===== src/rtl/breakout_pkg.sv =====
// ============================================================================
// Module : breakout_pkg
// Brief  : State encoding and default game constants for the breakout control.
// Rev    : 1.0
// ============================================================================
`default_nettype none

package breakout_pkg;

   typedef enum logic [2:0] {
      ST_NEWGAME = 3'd0,
      ST_PLAY    = 3'd1,
      ST_NEWBALL = 3'd2,
      ST_OVER    = 3'd3,
      ST_WIN     = 3'd4
   } state_t;

   localparam int LIVES_INIT  = 3;
   localparam int NUM_BRICKS  = 48;
   localparam int WAIT_FRAMES = 120;
   localparam int TIMER_W     = 7;

   // States that freeze the playfield for a fixed number of frames.
   function automatic logic is_wait_state(input state_t s);
      return (s == ST_NEWBALL) || (s == ST_OVER) || (s == ST_WIN);
   endfunction

endpackage

`default_nettype wire


===== src/rtl/score_bcd_counter.sv =====
// ============================================================================
// Module : score_bcd_counter
// Brief  : Four-digit BCD score register with clear and saturating increment.
// Rev    : 1.0
// ============================================================================
`default_nettype none

module score_bcd_counter
   import breakout_pkg::*;
(
   input  logic        clk,
   input  logic        reset,
   input  logic        clr,
   input  logic        inc,
   output logic [15:0] score
);

   logic [15:0] score_q;
   logic [15:0] score_d;
   logic        carry;

   always_comb begin
      score_d = score_q;
      carry   = 1'b1;
      if (clr) begin
         score_d = '0;
      end else if (inc && (score_q != 16'h9999)) begin
         // Ripple the carry from the least significant digit upward.
         for (int i = 0; i < 4; i++) begin
            if (carry) begin
               if (score_q[4*i +: 4] == 4'd9) begin
                  score_d[4*i +: 4] = 4'd0;
               end else begin
                  score_d[4*i +: 4] = score_q[4*i +: 4] + 4'd1;
                  carry             = 1'b0;
               end
            end
         end
      end
   end

   always_ff @(posedge clk or posedge reset) begin
      if (reset) begin
         score_q <= '0;
      end else begin
         score_q <= score_d;
      end
   end

   assign score = score_q;

endmodule

`default_nettype wire


===== src/rtl/breakout_game_ctrl.sv =====
// ============================================================================
// Module : breakout_game_ctrl
// Brief  : Game-flow FSM tracking score, lives, bricks and inter-round waits.
// Rev    : 1.0
// ============================================================================
`default_nettype none

module breakout_game_ctrl
   import breakout_pkg::*;
#(
   parameter int LIVES_INIT  = breakout_pkg::LIVES_INIT,
   parameter int NUM_BRICKS  = breakout_pkg::NUM_BRICKS,
   parameter int WAIT_FRAMES = breakout_pkg::WAIT_FRAMES
)(
   input  logic        clk,
   input  logic        reset,
   input  logic        refr_tick,
   input  logic [4:0]  btn,
   input  logic        hit,
   input  logic        miss,
   output logic        gra_still,
   output logic [2:0]  state,
   output logic [15:0] score,
   output logic [1:0]  lives,
   output logic [5:0]  bricks_left
);

   localparam logic [1:0]         C_LIVES  = 2'(LIVES_INIT);
   localparam logic [5:0]         C_BRICKS = 6'(NUM_BRICKS);
   localparam logic [TIMER_W-1:0] C_WAIT   = TIMER_W'(WAIT_FRAMES);

   state_t             state_q,  state_d;
   logic               still_q;
   logic [1:0]         lives_q,  lives_d;
   logic [5:0]         bricks_q, bricks_d;
   logic [TIMER_W-1:0] timer_q,  timer_d;
   logic               score_clr, score_inc;
   logic               timer_done, pressed;

   assign timer_done = (timer_q == '0);
   assign pressed    = (btn != 5'd0);

   always_comb begin
      state_d   = state_q;
      lives_d   = lives_q;
      bricks_d  = bricks_q;
      timer_d   = timer_q;
      score_clr = 1'b0;
      score_inc = 1'b0;
      if (refr_tick && !timer_done) begin
         timer_d = timer_q - 1'b1;
      end

      case (state_q)
         ST_NEWGAME: begin
            if (pressed) begin
               state_d   = ST_PLAY;
               score_clr = 1'b1;
               lives_d   = C_LIVES;
               bricks_d  = C_BRICKS;
            end
         end
         ST_PLAY: begin
            if (hit) begin
               score_inc = 1'b1;
               if (bricks_q != 6'd0) bricks_d = bricks_q - 6'd1;
            end
            if (miss && (lives_q != 2'd0)) begin
               lives_d = lives_q - 2'd1;
            end
            // Clearing the last brick wins even if the ball was lost too.
            if (hit && (bricks_q == 6'd1)) begin
               state_d = ST_WIN;
            end else if (miss) begin
               state_d = (lives_q <= 2'd1) ? ST_OVER : ST_NEWBALL;
            end
            if (is_wait_state(state_d)) begin
               timer_d = C_WAIT;
            end
         end
         ST_NEWBALL: begin
            if (timer_done && pressed) state_d = ST_PLAY;
         end
         ST_OVER, ST_WIN: begin
            if (timer_done) state_d = ST_NEWGAME;
         end
         default: begin
            state_d = ST_NEWGAME;
         end
      endcase
   end

   always_ff @(posedge clk or posedge reset) begin
      if (reset) begin
         state_q  <= ST_NEWGAME;
         still_q  <= 1'b1;
         lives_q  <= C_LIVES;
         bricks_q <= C_BRICKS;
         timer_q  <= '0;
      end else begin
         state_q  <= state_d;
         still_q  <= (state_d != ST_PLAY);
         lives_q  <= lives_d;
         bricks_q <= bricks_d;
         timer_q  <= timer_d;
      end
   end

   score_bcd_counter u_score (
      .clk   (clk),
      .reset (reset),
      .clr   (score_clr),
      .inc   (score_inc),
      .score (score)
   );

   assign state       = state_q;
   assign gra_still   = still_q;
   assign lives       = lives_q;
   assign bricks_left = bricks_q;

endmodule

`default_nettype wire


===== config.mk =====
export PLATFORM = sky130hd
export DESIGN_NAME = breakout_game_ctrl
export DESIGN_NICKNAME = d
export VERILOG_FILES = /design/src/rtl/breakout_pkg.sv /design/src/rtl/score_bcd_counter.sv /design/src/rtl/breakout_game_ctrl.sv
export SDC_FILE = /design/constraint.sdc
export NUM_CORES = 1
export LEC_CHECK = 0
export BUFFER_PORTS_ARGS = -buffer_cell sky130_fd_sc_hd__buf_2
export CORE_MARGIN = 5
export CORE_UTILIZATION = 45
export DETAILED_ROUTE_END_ITERATION = 8
export MAX_ROUTING_LAYER = met4
export PLACE_DENSITY = 0.69
export REMOVE_ABC_BUFFERS = 1
export SYNTH_ARGS = -nofsm -noshare
export SYNTH_HDL_FRONTEND = slang
export SYNTH_SLANG_ARGS = --single-unit

===== constraint.sdc =====
create_clock -name clk -period 5.25 [get_ports clk]
set_input_delay 0.7875 -clock clk [delete_from_list [all_inputs] [get_ports clk]]
set_output_delay 0.7875 -clock clk [all_outputs]
set_load 0.01 [all_outputs]

==> results_dict.tcl, run 1 <==
set metrics [dict create \
    critPathLaunchType "input pin" \
    syn2layout_area_growth_pct 17.3 \
    cp-end-kind "flip-flop" \
    path_delay_family "compound AO/OA/AOI/OAI gates" \
    post-route-util_pct 53.6 \
    leakage_nw 1.05 \
    maxCapViolations 0 \
    rsz0062_at_grt "false" \
    synth_edf_count 0 \
    start_util_pct 45.7 \
    post-cts-setup-buffers 0 \
    layout.nets 269 \
    numCtsBuffers 5 \
    postPlaceCellArea_um2 2180 \
    seqCellArea_um2 882 \
    h-tree-depth 2 \
    crit_type "input pin to flip-flop" \
    power_frac_comb_pct 29.9 \
    antenna_cells 0 \
    cts-resized-gates 0 \
    critPathMaxStageDelay_ns 0.68 \
    clock_latency_ns 0.28 \
    drt-vias-per-instance 5.31 \
    clockBufferDepth 2 \
    drive_gt1_share_pct 23.2 \
    ys_seq_area_share_pct 44.9 \
    nFillCells 412 \
    path_buf_inv 1 \
    ys_ff_latch 35 \
    finalMaxSlewViolations 0 \
    grt_usage_pct 15.0 \
    die_h_um 76.1 \
    drc 0 \
    grt_start_max_net_pins 36 \
    arrival_ns 2.51 \
    netlist_area_um2 1960 \
    cts.clk_slew.worst_paths_ns 0.07 \
    ios 38 \
    drt_first_pass_iters 4 \
    p_int_mw 0.646 \
    drtAntennaViolNets 0 \
    final_cell_area_um2 2300 \
    num_rows 24 \
    pwr-share-clk_pct 25.1 \
    worstMarginPinSlew_ns 0.840 \
    p_total_mw 0.987 \
    antenna_found_initial 0 \
    final_common_cell "buf_2" \
    core_um2 4290 \
    ir_drop_mv 0.265 \
    setup_tns_ns 0 \
    post-route-min-period_ns 2.31 \
    status "finished clean" \
    fmax_ghz 0.433 \
    wirelength_um 4050 \
    worstPathMaxFanout 11 \
    async_flop_share_pct 100 \
    dieArea_um2 5780 \
    cts_tree "done" \
    multi_input_area_um2 1000 \
    place.gp.congestion 0.807 \
    finClkSkew_ns 0.00572 \
    post-route-period-util_pct 44.0 \
    root_buffer "clkbuf_8" \
    hold_viol_final 0 \
    synth_cell_types 45 \
    clock-sinks 35 \
    synth.avg_cell_area_um2 9.17 \
    crit_slowest_cell "o21ai_1" \
    vias 1626 \
    power.density_nw_per_um2 429 \
    holdCritPathClass "flip-flop to flip-flop" \
    drtIter0Drc 64 \
    overflow 0 \
    hold_buffers 0 \
    final_cell_mix "37 x buf_2, 30 x dfrtp_1, 29 x nand2_1" \
    relSlewSlack_pct 43.6 \
    power_frac_seq_pct 44.9 \
    grt_first_pass_wirelength_um 7220 \
    hpwl_um 2970 \
    required_ns 5.45 \
    die_w_um 76.1 \
    wl_per_cell_um 13.2 \
    p_sw_mw 0.341 \
    path_cells "buf_2 -> or4_4 -> o21ai_1 -> nand2_1 -> a41o_1 -> o21ai_0" \
    syn_inst 214 \
    setup_violations 0 \
    synth-warning-count 0 \
    swShare_pct 34.5 \
    io_buffers 37 \
    synth-main-ff-cell "dfrtp_1" \
    grt_pass1_vias 1602 \
]
-- power groups by stage --
stage	sequential (mW)	clock, mW	combinational [mW]
final	0.444	0.248	0.296
after global routing	0.461	0.267	0.343
after CTS	0.443	0.255	0.301
after detailed placement	0.447	0	0.299
after global placement	0.446	0	0.295
after floorplan	0.454	0	0.187
-- worst reg2reg max path: cells and delay by family (launching register included) --
family / cells / cell delay [ns]
simple gates: 1 / 0.49
buf+inv: 1 / 0.07
mux: 1 / 0.12
fa+ha+maj: 1 / 0.20
flops: 1 / 0.41
compound gates: 3 / 0.61
-- logic make-up after synthesis --
family | Yosys count | share of synthesized area [%]
AND/OR/NAND/NOR | 102 | 28.0
AO/OA/AOI/OAI | 43 | 14.1
flip-flops | 35 | 44.9
buffers and inverters | 17 | 3.95
XOR/XNOR | 7 | 3.12
adder cells (fa/ha/maj) | 6 | 3.82
multiplexers | 4 | 2.04
-- through the flow --
step,cells,hold slack [ns],setup WS [ns]
after global placement,298,0.494,2.73
after global routing,306,0.552,2.84
after CTS,306,0.514,2.92
after floorplan,208,0.463,2.97
after detailed placement,298,0.498,2.62
final,306,0.501,2.94
-- flip-flops by register name, summed over array words and instances (netlist names) --
signal / count
gra_still: 1
bricks_left: 6
timer_q: 7
lives: 2
u_score.score: 16
state: 3
-- layer usage --
metal	routed length (µm)	up-vias	global-route usage, %
li1	-	837	-
met1	1970	757	19.8
met2	1860	30	22.8
met3	199	2	4.85
met4	19	0	2.97
met5	0	-	-
-- synth_stat cells, types with 2 or more instances --
library cell	n	area share, %
nand2b_1	4	1.3
o21ai_0	12	3.1
dfstp_2	5	6.7
buf_2	5	1.3
o211ai_1	2	0.76
o21bai_1	2	0.76
a31oi_1	4	1.3
xor2_1	6	2.7
a21oi_1	8	2.0
inv_1	11	2.1
o2111ai_1	2	0.89
ha_1	6	3.8
mux2i_1	4	2.0
or3_1	7	2.2
and2_1	2	0.64
nor4_1	2	0.64
nand4_1	2	0.64
o31ai_1	5	1.9
o21ai_1	2	0.51
dfrtp_1	30	38
nand2_1	29	5.5
nor3_1	8	2.0
nor3b_1	2	0.76
nand3_1	10	2.5
and4bb_2	2	1.3
and4bb_1	2	1.3
or2_2	2	0.64
and3_1	2	0.64
nor2_1	16	3.1
nor2b_1	5	1.6
-- final cells by class --
cell class / instances / area share (%)
clock buffers: 6 / 3.59
repair buffers: 38 / 8.37
multi-input cells: 162 / 43.6
well taps: 52 / 2.83
flip-flops and latches: 35 / 38.3
clock inverters: 2 / 1.52
inverters: 11 / 1.79
-- path summary, 6_finish.rpt --
path	start	to	slack, ns	cells after the start
max	btn[0]	u_score.score[7]	2.94	6
max reg2reg	timer_q[0]	gra_still	3.27	7
min in group asynchronous	reset	u_score.score[6]	0.59	3
min reg2reg	u_score.score[4]	u_score.score[4]	0.50	1
max in group asynchronous	reset	lives[1]	4.30	3
min	u_score.score[4]	u_score.score[4]	0.50	1
Note: power is estimated with default switching activity, not from simulation.
==> run 2, diff against run 1 <==
--- a/config.mk
+++ b/config.mk
@@ -10,7 +10,7 @@
 export CORE_UTILIZATION = 45
 export DETAILED_ROUTE_END_ITERATION = 8
 export MAX_ROUTING_LAYER = met4
-export PLACE_DENSITY = 0.69
+export PLACE_DENSITY = 0.72
 export REMOVE_ABC_BUFFERS = 1
 export SYNTH_ARGS = -nofsm -noshare
 export SYNTH_HDL_FRONTEND = slang
==> constraint.sdc (replaced) <==
create_clock -name clk -period 1.86 [get_ports clk]
set_input_delay 0.279 -clock clk [delete_from_list [all_inputs] [get_ports clk]]
set_output_delay 0.279 -clock clk [all_outputs]
set_load 0.01 [all_outputs]
==> run 2 against run 1 <==
Compared with the run above:
- global-route usage grew 1.3 points
- die area is the same
- sequential power grew to 2.7 times the previous value
- critical endpoint is now timer_q[4]
- clock-buffer cell count grew 1
- sequential share of layout area shrank 2.5 points
- critical path type is now flip-flop to flip-flop
- total power grew to 2.9 times the previous value
- design area grew 6.9%
- highest routed layer unchanged
==> results_dict.tcl, run 2 (synthesis gave the netlist of run 1 again) <==
set metrics [dict create \
    grt_pass1_vias 1683 \
    post-cts-setup-buffers 0 \
    worstMarginPinSlew_ns 0.490 \
    finClkSkew_ns 0.00587 \
    clock_latency_ns 0.29 \
    start_util_pct 45.7 \
    cts-resized-gates 0 \
    wl_per_cell_um 13.4 \
    cts_tree "done" \
    vias 1739 \
    rsz0062_at_grt "false" \
    relSlewSlack_pct 67.0 \
    grt_usage_pct 16.3 \
    layout.nets 289 \
    cp-end-kind "flip-flop" \
    whs_ns 0.0762 \
    setup_tns_ns 0 \
    postPlaceCellArea_um2 2350 \
    grt_first_pass_wirelength_um 7620 \
    grt_start_max_net_pins 36 \
    syn2layout_area_growth_pct 25.4 \
    final_common_cell "buf_2" \
    overflow 0 \
    post-route-period-util_pct 94.3 \
    r2r_slack_ns 0.11 \
    dieArea_um2 5780 \
    drive_gt1_share_pct 30.3 \
    drt-vias-per-instance 5.33 \
    io_buffers 37 \
    hold_viol_final 0 \
    drtAntennaViolNets 0 \
    p_total_mw 2.84 \
    drtIter0Drc 38 \
    status "finished clean" \
    core_um2 4290 \
    die_h_um 76.1 \
    clockBufferDepth 2 \
    h-tree-depth 2 \
    wirelength_um 4380 \
    num_rows 24 \
    post-route-min-period_ns 1.75 \
    holdCritPathClass "input pin to async pin" \
    arrival_ns 1.94 \
    leakage_nw 1.15 \
    root_buffer "clkbuf_8" \
    ios 38 \
    critPathLaunchType "flip-flop" \
    setup_slack_ns 0.107 \
    cts.clk_slew.worst_paths_ns 0.07 \
    hold_buffers 0 \
    crit_type "flip-flop to flip-flop" \
    fmax_ghz 0.570 \
    hpwl_um 3260 \
    die_w_um 76.1 \
    required_ns 2.04 \
    antenna_found_initial 0 \
    r2r_cells 7 \
    clock-sinks 35 \
    drc 0 \
    r2r-end "timer_q[4]" \
    final_cell_mix "37 x buf_2, 30 x dfrtp_1, 29 x nand2_1" \
    final_cell_area_um2 2460 \
    ir_drop_mv 0.725 \
    antenna_cells 0 \
    maxCapViolations 0 \
    largest_reg_flops 16 \
    setup_violations 0 \
    finalMaxSlewViolations 0 \
    power.density_nw_per_um2 1150 \
    r2r-start "timer_q[0]" \
    place.gp.congestion 0.867 \
    numCtsBuffers 5 \
    place_ws_ns -0.0529 \
    worstPathMaxFanout 7 \
    drt_first_pass_iters 4 \
]
==> run 2: cell types whose count changed in the layout (fill, tap and decap cells not counted), sizes merged <==
cell and delta:
bufinv -1, clkbuf +1, buf +20
==> run 2: layout make-up <==
cell class	instances	area, µm²
tap	52	65.1
fill	404	1830
multi-input combinational	162	1030
timing repair buffer	58	355
sequential	35	882
inverter	11	41.3
clock buffer	7	86.3
clock inverter	1	5.00
==> run 2: power breakdown <==
| group | leakage (nW) | switching, mW | internal, mW |
|---|---|---|---|
| clock network | 0.0482 | 0.277 | 0.299 |
| logic | 0.670 | 0.551 | 0.514 |
| registers | 0.435 | 0.193 | 1.00 |
==> run 2: how the worst max path moves through the flow <==
stage | startpoint | endpoint
finish | timer_q[0] | timer_q[4]
global route | timer_q[0] | gra_still
CTS | timer_q[0] | gra_still
detailed placement | btn[0] | u_score.score[11]
global placement | btn[0] | lives[1]
floorplan | timer_q[0] | gra_still
==> run 2: metal layers <==
metal  GRT usage, %  routed length, µm  vias up
met5              -                  0        -
met4           7.69                 82        0
met3           4.26                179        7
met2           25.5               2130       32
met1           19.6               1990      823
li1               -                  -      877
==> run 2: metrics by stage <==
| stage | std cells | utilization, % |
|---|---|---|
| floorplan | 208 | - |
| global placement | 318 | 54.7 |
| detailed placement | 318 | 54.7 |
| CTS | 326 | 56.8 |
| global route | 326 | 57.3 |
| finish | 326 | 57.3 |
==> run 2: worst max-delay path, stage by stage (launching register included) <==
cell and delay (ns):
dfrtp_1 0.39, inv_1 0.06, ha_1 0.16, or3b_2 0.50, o21a_4 0.24, nand3_1 0.10, xor2_1 0.14, nand2_1 0.06
